**config.mk**
```make
export PLATFORM = sky130hd
export DESIGN_NAME = yadmc_event_sync
export DESIGN_NICKNAME = d
export VERILOG_FILES = /design/src/rtl/yadmc_event_sync_pkg.sv /design/src/rtl/yadmc_event_sync_chan.sv /design/src/rtl/yadmc_event_sync.sv
export SDC_FILE = /design/constraint.sdc
export NUM_CORES = 1
export LEC_CHECK = 0
export CAP_MARGIN = 20
export CORE_MARGIN = 3
export CORE_UTILIZATION = 50
export DETAILED_ROUTE_END_ITERATION = 8
export PLACE_DENSITY = 0.78
export SETUP_SLACK_MARGIN = 0.2
export SLEW_MARGIN = 20
export SYNTH_ARGS = -nofsm -noshare
export SYNTH_HDL_FRONTEND = slang
export SYNTH_SLANG_ARGS = --single-unit
```
**constraint.sdc**
```tcl
create_clock -name sys_clk -period 3.1 [get_ports sys_clk]
set_input_delay 0.62 -clock sys_clk [delete_from_list [all_inputs] [get_ports sys_clk]]
set_output_delay 0.62 -clock sys_clk [all_outputs]
set_load 0.1 [all_outputs]
```
**src/rtl/yadmc_event_sync_pkg.sv**
```systemverilog
// Shared constants and helpers for the multi-channel event synchroniser.
// Edge-mode encodings and a constant-friendly clog2.
package yadmc_event_sync_pkg;

    localparam logic [1:0] MODE_LEVEL = 2'b00;
    localparam logic [1:0] MODE_RISE  = 2'b01;
    localparam logic [1:0] MODE_FALL  = 2'b10;
    localparam logic [1:0] MODE_ANY   = 2'b11;

    function automatic int clog2(input int value);
        int res;
        res = 0;
        while ((1 << res) < value) begin
            res = res + 1;
        end
        return res;
    endfunction

endpackage

```
**src/rtl/yadmc_event_sync_chan.sv**
```systemverilog
// One channel: sync chain, glitch filter, edge decode and sticky
// pending/overrun flags with acknowledge.
module yadmc_event_sync_chan
    import yadmc_event_sync_pkg::*;
#(
    parameter int         STAGES = 2,
    parameter int         FILTER = 3,
    parameter logic [1:0] MODE   = MODE_ANY
) (
    input  logic clk,
    input  logic rst,
    input  logic async_in,
    input  logic ack,
    input  logic prime_done,
    output logic level,
    output logic pulse,
    output logic pending,
    output logic overrun
);

    localparam int FLT = (FILTER > 1) ? FILTER : 1;
    localparam int CW  = clog2((FILTER > 2) ? FILTER : 2);
    localparam logic [CW-1:0] THRESH = CW'(FLT - 1);

    logic [STAGES-1:0] chain;
    logic [CW-1:0]     cnt;
    logic              sync_out;
    logic              sync_next;
    logic              accept;
    logic              level_next;
    logic              event_hit;

    assign sync_out  = chain[STAGES-1];
    assign sync_next = chain[STAGES-2];

    always_comb begin
        accept     = prime_done && (sync_out != level) && (cnt == THRESH);
        level_next = accept ? sync_out : level;
        event_hit  = 1'b0;
        unique case (MODE)
            MODE_LEVEL: event_hit = prime_done & level_next;
            MODE_RISE:  event_hit = accept & sync_out;
            MODE_FALL:  event_hit = accept & ~sync_out;
            default:    event_hit = accept;
        endcase
    end

    always_ff @(posedge clk or posedge rst) begin
        if (rst) begin
            chain   <= '0;
            cnt     <= '0;
            level   <= 1'b0;
            pulse   <= 1'b0;
            pending <= 1'b0;
            overrun <= 1'b0;
        end else begin
            chain <= {chain[STAGES-2:0], async_in};
            if (!prime_done) begin
                // Track the chain so a level held through reset is no event
                level <= sync_next;
                cnt   <= '0;
                pulse <= 1'b0;
            end else begin
                if (sync_out == level) begin
                    cnt <= '0;
                end else if (cnt == THRESH) begin
                    level <= sync_out;
                    cnt   <= '0;
                end else begin
                    cnt <= cnt + 1'b1;
                end
                pulse   <= (MODE == MODE_LEVEL) ? level_next : event_hit;
                pending <= (pending & ~ack) | event_hit;
                overrun <= (overrun & ~ack) | (event_hit & pending & ~ack);
            end
        end
    end

endmodule

```
**src/rtl/yadmc_event_sync.sv**
```systemverilog
// Multi-channel event synchroniser at the controller clock boundary.
// Shared priming counter, per-channel instances and the irq OR.
module yadmc_event_sync
    import yadmc_event_sync_pkg::*;
#(
    parameter int                    CHANNELS  = 4,
    parameter int                    STAGES    = 2,
    parameter int                    FILTER    = 3,
    parameter logic [2*CHANNELS-1:0] EDGE_MODE = {CHANNELS{2'b11}}
) (
    input  logic                sys_clk,
    input  logic                sys_rst,
    input  logic [CHANNELS-1:0] async_in,
    input  logic [CHANNELS-1:0] ack,
    output logic [CHANNELS-1:0] level,
    output logic [CHANNELS-1:0] pulse,
    output logic [CHANNELS-1:0] pending,
    output logic [CHANNELS-1:0] overrun,
    output logic                irq
);

    localparam int PW = clog2(STAGES + 1);

    logic [PW-1:0] prime_cnt;
    logic          prime_done;

    assign prime_done = (prime_cnt == PW'(STAGES));

    always_ff @(posedge sys_clk or posedge sys_rst) begin
        if (sys_rst) begin
            prime_cnt <= '0;
        end else if (!prime_done) begin
            prime_cnt <= prime_cnt + 1'b1;
        end
    end

    for (genvar i = 0; i < CHANNELS; i++) begin : g_chan
        yadmc_event_sync_chan #(
            .STAGES (STAGES),
            .FILTER (FILTER),
            .MODE   (EDGE_MODE[2*i +: 2])
        ) u_chan (
            .clk        (sys_clk),
            .rst        (sys_rst),
            .async_in   (async_in[i]),
            .ack        (ack[i]),
            .prime_done (prime_done),
            .level      (level[i]),
            .pulse      (pulse[i]),
            .pending    (pending[i]),
            .overrun    (overrun[i])
        );
    end

    assign irq = |pending;

endmodule

```
-- Word-level counts from Yosys, hierarchy flattened
Cells that the tools add are included.
- add/sub/neg operators: 5
- eq/ne operators: 21
- multiplexer cells: 28
- bitwise logic cells: 28
- reductions and logical operators: 13
- operator list (operator ; count):
    2-bit two-way mux ; 12
    1-bit bitwise AND ; 16
    1-bit two-way mux ; 16
    2-bit by 1-bit adder with 2-bit output (second input constant) ; 5
    2-bit == test (second input constant) ; 5
    2-bit inequality test (second input constant) ; 5
    1-bit logical AND ; 8
    1-bit bitwise OR ; 8
    2-bit AND reduction ; 4
    2-bit by 1-bit inequality test with 1-bit output (second input constant) ; 3
    1-bit == test ; 4
    1-bit inequality test ; 4
    1-bit NOT ; 4
    4-bit OR reduction ; 1
- flip-flop bits (word level): 34
- input bits: 10
- output and inout port bits: 17

-- Depth between registers and ports, before layout
Gate-level depths: netlist of run 1.
- depth after elaboration: 6
- depth in mapped cells: 6
- mapped depth without buffers: 5

-- By module
From an unflattened synthesis of run 1, not the netlist that was laid out.
- cell total of the unflattened synthesis: 98
- area total of the unflattened synthesis: 1293.7 µm²
- by module, submodules not included (module ; times used ; cells each ; area an instance (µm²) ; sequential area each (µm²)):
    yadmc_event_sync_chan ; 4 ; 22 ; 295.3 ; 200.2
    yadmc_event_sync ; 1 ; 10 ; 112.6 ; 50.0

-- Least setup slack after synthesis of run 1
No wires, ideal clock.
- path kind: reg2out
- start point: register g_chan[0].u_chan.pending
- end point: output port irq
- arrival: 1.342 ns
- data required time: 2.480 ns
- slack: 1.138 ns
- cell stages (with the launch flop): 2
- path through: dfrtp_1 -> or4_1
- word-level cells in the longest chain between the ends: 1
- RTL lines (what ; line ; RTL):
    start: declaration ; yadmc_event_sync_chan.sv:17 ; output logic pending,
    start signal: assignment ; yadmc_event_sync_chan.sv:73 ; pending <= (pending & ~ack) | event_hit;
    4-bit OR reduction ; yadmc_event_sync.sv:55 ; assign irq = |pending;
    end: declaration ; yadmc_event_sync.sv:19 ; output logic irq
No other way between the ends.

-- Worst setup path after layout of run 1
Same ends and word-level chain as after synthesis.

==> metrics.yaml, run 1 <==
ant_nets: 0
hpwl_um: 1410
syn_area_um2: 1360
final.min_clock_period_ns: 2.12
rows: 18
cp.arrival_ns: 1.50
wl_per_cell_um: 11.6
critical_path_class: "flip-flop to output pin"
die_h_um: 58.2
clockRootBuffer: "clkbuf_4"
postCtsSetupBuffers: 0
post_synth_num_cell_types: 23
clkSlewWorstSetupHoldPaths_ns: 0.10
syn_area_per_cell_um2: 11.6
grtUsageMet2_pct: 21.5
start_util_pct: 53.5
diodes: 0
grt_use_met1_pct: 16.5
area_delta_synth_final_pct: 15.4
ys_seq_elements: 34
holdBufCountCts: 0
final.setup.tns_ns: 0
met3_usage_pct: 6.90
path_buf_inv: 1
post_cts_resized: 0
syn_inst: 117
fin_skew_ns: 0.00445
ys_seq_area_share_pct: 62.4
overflow: 0
nNetsFinal: 144
grt_max_degree: 23
yosys-top-cells-area: "dfrtp_1, buf_4, nand2_1"
io_buffers: 26
dieArea_um2: 3390
multi_input_area_um2: 355
cpPeakStageDelay_ns: 0.52
worst_pin_slew_ns: 0.834
vias_per_cell: 4.89
first_pass_iters: 4
slew_headroom_pct: 44.4
first_global_vias: 812
period_share_pct: 68.5
hold_viol: 0
drive_gt1_share_pct: 22.4
cts_tree: "done"
rsz0062_at_grt: "false"
layoutNonFillerInstCount: 164
setup_viol: 0
wirelength_um: 1910
cp_top_family: "simple AND/OR/NAND/NOR gates"
place_congestion: 0.674
drc: 0
startpoint_type: "flip-flop"
cp.required_ns: 2.48
synth_top_area_cell: "dfrtp_1"
clkLatencyLatePin_ns: 0.33
endpoint_kind: "output pin"
critPathMaxFanout: 4
cp_cell_sequence: "or4_1, buf_4"
clock_sink_count: 34
yosysWarnings: 0
placed_cells: 156
die_w_um: 58.2
slowest_stage: "or4_1"
via_count: 802
coreArea_um2: 2540
syn_nets: 128
drtIter0Drc: 24
htreeDepth: 2
n_fill_cell: 204
ys.flop_type: "dfrtp_1"
grt-busiest-layer: "met2"
ios: 27
drv_cap: 0
slew_violations: 0
synth_edf_count: 0
grt_pass1_wl_um: 3430
grtUsageTotal_pct: 14.1
antenna_found_initial: 0
hold_path.class: "flip-flop to flip-flop"
clockBufferDepth: 2
clock.fmax_ghz: 0.471
cts_buffers: 5
synthArstFlopShare_pct: 100
synth_top_area_share_pct: 62.4
post-route-util_pct: 61.8
status: "finished clean"
seq_area_um2: 851
cell type report:
class                   count  area share [%]
inverters                   7            1.67
clock buffers               5            2.39
flip-flops and latches     34            54.1
repair buffers             27            14.3
multi-input cells          58            22.6
well taps                  30            2.39
clock inverters             3            2.55
logic make-up after synthesis:
logic type,synth area share [%]
adders and majority gates,0.918
buffers and inverters,11.5
DFF,62.4
AOI/OAI and AO/OA,4.04
muxes,3.67
xor gates and xnor gates,3.21
and+or+nand+nor,14.2
layer usage:
layer	wire, µm	part of all wire [%]
met3	150	7.9
met5	0	0
met4	47	2.5
met1	822	43
met2	886	46
cells in the mapped netlist, types with 2 or more instances:
library cell / n
a21oi_1: 4
buf_2: 2
buf_4: 16
dfrtp_1: 34
inv_1: 7
mux2i_1: 5
nand2_1: 17
nand3_1: 2
nor2_1: 4
nor2b_1: 2
nor3_1: 4
nor3b_1: 4
o21ai_0: 3
xor2_1: 4
layout by cell type, fill, tap and decap left out, drive strengths merged, types with 2 or more instances in the layout:
master,n
clkdlybuf4s50,9
nand2,17
nor3,4
inv,7
xor2,4
nand3,2
clkbuf,5
dfrtp,34
buf,18
o21ai,3
clkinv,2
mux2i,5
nor2,4
a21oi,4
nor2b,3
nor3b,4
state kept, by name, summed over array words and instances (netlist names):
register and flops:
g_chan.u_chan.pending 4, g_chan.u_chan.overrun 4, g_chan.u_chan.cnt 8, g_chan.u_chan.chain 8
g_chan.u_chan.pulse 4, g_chan.u_chan.level 4, prime_cnt 2
per-stage QoR:
step                      worst slack (ns)  cell area, µm²  hold WS, ns
final                                0.976            1570        0.383
after global placement                1.34            1500        0.357
after global routing                 0.910            1570        0.389
after CTS                            0.960            1570        0.383
after detailed placement              1.33            1500        0.360
after floorplan                       1.14            1360        0.355
worst register-to-register path, stage by stage, from the launching register on:
cell	delay (ns)
dfrtp_1	0.41
inv_1	0.07
ha_1	0.70
nand3_1	0.27
o21ai_0	0.24
final timing paths:
kind / startpoint / depth (start not counted) / to / slack (ns)
max in group asynchronous: sys_rst / 3 / g_chan[0].u_chan.pulse / 1.80
setup / recovery: g_chan[0].u_chan.pending / 2 / irq / 0.98
hold / removal: g_chan[1].u_chan.chain[0] / 0 / g_chan[1].u_chan.chain[1] / 0.38
hold reg to reg: g_chan[1].u_chan.chain[0] / 0 / g_chan[1].u_chan.chain[1] / 0.38
min in group asynchronous: sys_rst / 2 / g_chan[3].u_chan.pulse / 0.64
setup reg to reg: prime_cnt[0] / 4 / g_chan[3].u_chan.overrun / 1.35
Power of run 1 is left out: the tool's default activity adds up to more than one toggle a clock period on the data nets, which glitch-free logic cannot reach.
==> run 2, diff against run 1 <==
--- a/config.mk
+++ b/config.mk
@@ -7,9 +7,9 @@
 export LEC_CHECK = 0
 export CAP_MARGIN = 20
 export CORE_MARGIN = 3
-export CORE_UTILIZATION = 50
+export CORE_UTILIZATION = 45
 export DETAILED_ROUTE_END_ITERATION = 8
-export PLACE_DENSITY = 0.78
+export PLACE_DENSITY = 0.74
 export SETUP_SLACK_MARGIN = 0.2
 export SLEW_MARGIN = 20
 export SYNTH_ARGS = -nofsm -noshare
==> constraint.sdc (replaced) <==
create_clock -name sys_clk -period 1.78 [get_ports sys_clk]
set_input_delay 0.356 -clock sys_clk [delete_from_list [all_inputs] [get_ports sys_clk]]
set_output_delay 0.356 -clock sys_clk [all_outputs]
set_load 0.1 [all_outputs]
==> run 2 against run 1 <==
Net effect:
- the flow now finishes with violations (setup timing)
- clock skew fell by 0.0027 ns
- via count rose by 3.6%
- wire length up 10%
- first-iteration DRC count decreased by 50%
- critical path depth stayed put
- hold slack worse by 0.0031 ns
==> metrics.yaml, run 2 (synthesized netlist as in run 1, its figures left out) <==
grtUsageTotal_pct: 13.6  # was 14.1%
place_congestion: 0.681  # was 0.674
nNetsFinal: 150  # was 144
cts_tree: "done"  # unchanged
reg_top3: "g_chan.u_chan.chain (8), g_chan.u_chan.cnt (8)"  # unchanged
overflow: 0  # unchanged
holdWs_ns: 0.380  # was 0.383 ns
critical_path_class: "flip-flop to output pin"  # unchanged
die_w_um: 61.0  # was 58.2 µm
hold_viol: 0  # unchanged
fin_skew_ns: 0.00172  # was 0.00445 ns
final.min_clock_period_ns: 1.80
area_delta_synth_final_pct: 32.3  # was 15.4%
crit-reg2reg-launch: "prime_cnt[0]"  # unchanged
coreArea_um2: 2830  # was 2540 µm²
via_count: 831  # was 802
cp.required_ns: 1.42  # was 2.48 ns
finalWorstSetupSlack_ns: -0.0183  # was 0.976 ns
antenna_found_initial: 0  # unchanged
cp.arrival_ns: 1.44  # was 1.50 ns
first_global_vias: 841  # was 812
ios: 27  # unchanged
violations: "setup timing"
drive_gt1_share_pct: 24.5  # was 22.4%
htreeDepth: 2  # unchanged
rrSetupSlack_ns: 0.47  # was 1.35 ns
slew_violations: 0  # unchanged
first_pass_iters: 2  # was 4
wirelength_um: 2100  # was 1910 µm
critPathMaxFanout: 2  # was 4
hpwl_um: 1570  # was 1410 µm
wl_per_cell_um: 12.4  # was 11.6 µm
holdBufCountCts: 0  # unchanged
cts_buffers: 5  # unchanged
dieArea_um2: 3720  # was 3390 µm²
hold-path-cell-count: 0  # unchanged
rsz0062_at_grt: "true"  # was false
hold-path-endpoint: "g_chan[2].u_chan.chain[1]"  # was g_chan[1].u_chan.chain[1]
slew_headroom_pct: 72.4  # was 44.4%
die_h_um: 61.0  # was 58.2 µm
clockRootBuffer: "clkbuf_4"  # unchanged
clock.fmax_ghz: 0.556
layout_common_cells: "dfrtp_1, nand2_1, buf_12"  # was dfrtp_1, buf_4, nand2_1
status: "complete, but fails checks"  # was finished clean
startpoint_type: "flip-flop"  # unchanged
clkSlewWorstSetupHoldPaths_ns: 0.09  # was 0.10 ns
start_util_pct: 48.2  # was 53.5%
grt_max_degree: 35  # was 23
io_buffers: 26  # unchanged
vias_per_cell: 4.89  # about the same
r2r-end: "g_chan[0].u_chan.overrun"  # was g_chan[3].u_chan.overrun
post_cts_resized: 0  # unchanged
clkLatencyLatePin_ns: 0.32  # was 0.33 ns
rows: 19  # was 18
diodes: 0  # unchanged
final_common_cell: "dfrtp_1"  # unchanged
worst_pin_slew_ns: 0.414  # was 0.834 ns
drtIter0Drc: 12  # was 24
grt_pass1_wl_um: 3500  # was 3430 µm
final.setup.tns_ns: -0.0183  # was 0 ns
hold_path.class: "flip-flop to flip-flop"  # unchanged
clock_sink_count: 34  # unchanged
setup_viol: 1  # was 0
clockBufferDepth: 2  # unchanged
period_share_pct: 101
ant_nets: 0  # unchanged
drc: 0  # unchanged
endpoint_kind: "output pin"  # unchanged
drv_cap: 0  # unchanged
hold_start: "g_chan[2].u_chan.chain[0]"  # was g_chan[1].u_chan.chain[0]
reg2regPathDepth: 5  # was 4
==> run 2: cell types whose count changed in the layout (fill, tap and decap cells not counted), sizes merged <==
cell    previous run  this run
buf               18        24
clkbuf             5         7
clkinv             2         0
bufinv             1         0
==> run 2: area by class of cell <==
class | instances | area [µm²]
clock buffers | 7 | 45.0
fillers | 223 | 1030
multi-input cells | 58 | 359
flip-flops and latches | 34 | 851
inverters | 7 | 26.3
well taps | 31 | 38.8
repair buffers | 33 | 483
==> run 2: timing repair <==
item | in CTS | in global routing
endpoints found under the setup margin | 1 | 1
buffers inserted | 3 | 1
gates cloned | 0 | 0
endpoints found under the hold margin | 0 | 0
pin swaps | 1 | 0
==> run 2: metrics by stage <==
step	utilization (%)	std cells	area (µm²)	setup WS (ns)
2_1_floorplan	-	117	1370	0.331
3_3_place_gp	61.1	159	1730	0.274
3_5_place_dp	61.1	159	1730	0.258
4_1_cts	63.5	169	1800	-0.0260
5_1_grt	63.7	170	1800	-0.0426
6_report	63.7	170	1800	-0.0183
==> run 2: critical path: stages (launching register included) <==
cell     delay, ns
dfrtp_1       0.39
or4_4         0.55
buf_12        0.18
==> run 2: how the worst max path moves through the flow <==
stage                     end  cells after the start  slack, ns                startpoint
final                     irq                      2      -0.02  g_chan[1].u_chan.pending
after global routing      irq                      2      -0.04  g_chan[1].u_chan.pending
after CTS                 irq                      2      -0.03  g_chan[1].u_chan.pending
after floorplan           irq                      1       0.33  g_chan[0].u_chan.pending
after detailed placement  irq                      2       0.26  g_chan[0].u_chan.pending
after global placement    irq                      2       0.27  g_chan[0].u_chan.pending
==> run 2: per-layer routing <==
metal / vias to the layer above / wire, µm / global-route usage, %
met2: 23 / 1090 / 22.4
met5: - / 0 / 0
met3: 6 / 150 / 6.29
li1: 406 / - / -
met1: 396 / 815 / 14.3
met4: 0 / 47 / 8.05
Power of run 2 is left out for the same reason.
==> run 3, diff against run 2 <==
--- a/config.mk
+++ b/config.mk
@@ -7,11 +7,12 @@
 export LEC_CHECK = 0
 export CAP_MARGIN = 20
 export CORE_MARGIN = 3
-export CORE_UTILIZATION = 45
+export CORE_UTILIZATION = 44
 export DETAILED_ROUTE_END_ITERATION = 8
-export PLACE_DENSITY = 0.74
+export PLACE_DENSITY = 0.73
 export SETUP_SLACK_MARGIN = 0.2
 export SLEW_MARGIN = 20
 export SYNTH_ARGS = -nofsm -noshare
 export SYNTH_HDL_FRONTEND = slang
+export SYNTH_HIERARCHICAL = 1
 export SYNTH_SLANG_ARGS = --single-unit
==> run 3 against run 2 <==
Net effect:
- the flow still finishes with violations (setup timing)
- hold slack got worse by 0.060 ns
- area after synthesis down 5.1%
- count of clock-buffer cells in the layout is 1 lower
- design area grew 6.9%
- non-clock buffer count shrank 2
- clock skew grew 0.0082 ns
- die area is 2.6% lower
- setup slack lost 0.044 ns
- critical path depth is the same
- critical endpoint unchanged
- largest cell class unchanged
==> metrics.yaml, run 3 <==
status: "complete, but fails checks"  # unchanged
violations: "setup timing"  # unchanged
coreArea_um2: 2780  # was 2830 µm²
ys_seq_area_share_pct: 65.8  # was 62.4%
yosysWarnings: 6  # was 0
fin_area_um2: 1930  # was 1800 µm²
ios: 27  # unchanged
clock.fmax_ghz: 0.543  # was 0.556 GHz
slew_violations: 0  # unchanged
hold_viol: 0  # unchanged
startpoint_type: "flip-flop"  # unchanged
cts_tree: "done"  # unchanged
multi_input_area_um2: 405  # was 359 µm²
via_count: 855  # was 831
grtUsageTotal_pct: 16.0  # was 13.6%
die_w_um: 60.2  # was 61.0 µm
finalWorstSetupSlack_ns: -0.0624  # was -0.0183 ns
diodes: 0  # unchanged
post-route-util_pct: 69.3  # was 63.7%
first_pass_iters: 4  # was 2
syn_inst: 98  # was 117
cp.arrival_ns: 1.49  # was 1.44 ns
syn_area_um2: 1290  # was 1360 µm²
ant_nets: 0  # unchanged
critical_path_class: "flip-flop to output pin"  # unchanged
placed_cell_area_um2: 1790  # was 1730 µm²
first_global_vias: 896  # was 841
clkLatencyLatePin_ns: 0.33  # was 0.32 ns
layout_common_cells: "dfrtp_1, buf_12, inv_1"  # was dfrtp_1, nand2_1, buf_12
final.min_clock_period_ns: 1.84  # was 1.80 ns
drc: 0  # unchanged
post_synth_num_cell_types: 16  # was 23
die_h_um: 60.2  # was 61.0 µm
syn_area_per_cell_um2: 13.2  # was 11.6 µm²
drtIter0Drc: 17  # was 12
setup_viol: 1  # unchanged
start_util_pct: 46.5  # was 48.2%
htreeDepth: 2  # unchanged
synth.most_common_cell: "dfrtp_1"  # unchanged
hold_path.class: "primary input to async pin"  # was flip-flop to flip-flop
clockBufferDepth: 2  # unchanged
seq_area_um2: 863  # was 851 µm²
slew_headroom_pct: 79.6  # was 72.4%
endpoint_kind: "output pin"  # unchanged
reg_top3: "g_chan.u_chan/chain (8), g_chan.u_chan/cnt (8)"  # was g_chan.u_chan.chain (8), g_chan.u_chan.cnt (8)
clock_sink_count: 34  # unchanged
io_buffers: 26  # unchanged
dieArea_um2: 3630  # was 3720 µm²
place_congestion: 0.683  # was 0.681
yosys-top-cells-area: "dfrtp_1, and4b_4, mux2i_1"  # was dfrtp_1, buf_4, nand2_1
synthArstFlopShare_pct: 100  # unchanged
fin_skew_ns: 0.00993  # was 0.00172 ns
grt_max_degree: 12  # was 35
synth_edf_count: 0  # unchanged
period_share_pct: 104  # was 101%
hpwl_um: 1780  # was 1570 µm
critPathMaxFanout: 2  # unchanged
wl_per_cell_um: 14.1  # was 12.4 µm
drive_gt1_share_pct: 37.2  # was 24.5%
nNetsFinal: 148  # was 150
rows: 19  # unchanged
synth_top_area_share_pct: 65.8  # was 62.4%
final_common_cell: "dfrtp_1"  # unchanged
ys.flop_type: "dfrtp_1"  # unchanged
clkSlewWorstSetupHoldPaths_ns: 0.10  # was 0.09 ns
n_fill_cell: 213  # was 223
cp.required_ns: 1.42  # about the same
antenna_found_initial: 0  # unchanged
ys_seq_elements: 34  # unchanged
wirelength_um: 2370  # was 2100 µm
synth_top_area_cell: "dfrtp_1"  # unchanged
cts_buffers: 5  # unchanged
clockRootBuffer: "clkbuf_4"  # unchanged
worst_pin_slew_ns: 0.306  # was 0.414 ns
synth_commonest_cells: "dfrtp_1, inv_1, nand2_1"  # was dfrtp_1, nand2_1, buf_4
vias_per_cell: 5.09  # was 4.89
drv_cap: 0  # unchanged
syn_nets: 110  # was 128
overflow: 0  # unchanged
area_delta_synth_final_pct: 49.0  # was 32.3%
rsz0062_at_grt: "true"  # unchanged
holdBufCountCts: 0  # unchanged
grt_pass1_wl_um: 4060  # was 3500 µm
-- run 3: cell families (layout without fill, tap and decap cells) --
group | after synthesis | count (layout) | synth area share [%]
flip-flops | 34 | 34 | 65.8
AND/OR/NAND/NOR | 29 | 29 | 14.1
AO/OA/AOI/OAI | 12 | 12 | 7.74
buffers and inverters | 11 | 50 | 3.19
XOR/XNOR | 5 | 5 | 3.38
multiplexers | 5 | 5 | 3.87
adder cells (fa/ha/maj) | 2 | 2 | 1.93
-- run 3: layout make-up --
cell class,count,area share [%]
Inverter,11,2.14
Tap cell,31,2.01
Multi-Input combinational cell,53,21.0
Clock inverter,2,3.11
Clock buffer,6,2.66
Timing Repair Buffer,31,24.3
Sequential cell,34,44.8
-- run 3: worst paths after layout --
path	slack [ns]	start	cells past startpoint	end
min in group sys_clk	0.39	g_chan[3].u_chan/chain[0]	0	g_chan[3].u_chan/chain[1]
worst max-delay path	-0.06	g_chan[2].u_chan/pending	2	irq
max in group asynchronous	1.10	sys_rst	2	g_chan[1].u_chan/pending
worst min-delay path	0.32	sys_rst	2	prime_cnt[1]
worst max register to register	0.40	prime_cnt[0]	5	g_chan[3].u_chan/overrun
worst min register to register	0.39	g_chan[3].u_chan/chain[0]	0	g_chan[3].u_chan/chain[1]
-- run 3: timing repair --
item | in CTS | in global routing
resized for setup | 0 | 0
pin swaps | 1 | 0
buffers inserted | 3 | 0
endpoints found under the setup margin | 1 | 1
-- run 3: metal layers --
metal,global-route usage (%),vias up,wire length (µm)
met5,0,-,0
met4,5.70,0,31
met3,6.05,4,143
met2,26.4,23,1230
met1,19.1,422,964
li1,-,406,-
-- run 3: metrics by stage --
step	instances	setup slack (ns)	hold WS [ns]	TNS (ns)
6_report	168	-0.0624	0.321	-0.0624
3_5_place_dp	157	0.200	0.361	0
4_1_cts	168	-0.0772	0.293	-0.0772
3_3_place_gp	157	0.206	0.358	0
2_1_floorplan	98	0.0617	0.0972	0
5_1_grt	168	-0.115	0.321	-0.115
-- run 3: critical path, stage by stage, from the launching register on --
cell and delay (ns):
dfrtp_4 0.48, or4_4 0.50, buf_12 0.18
Power of run 3 is left out for the same reason.
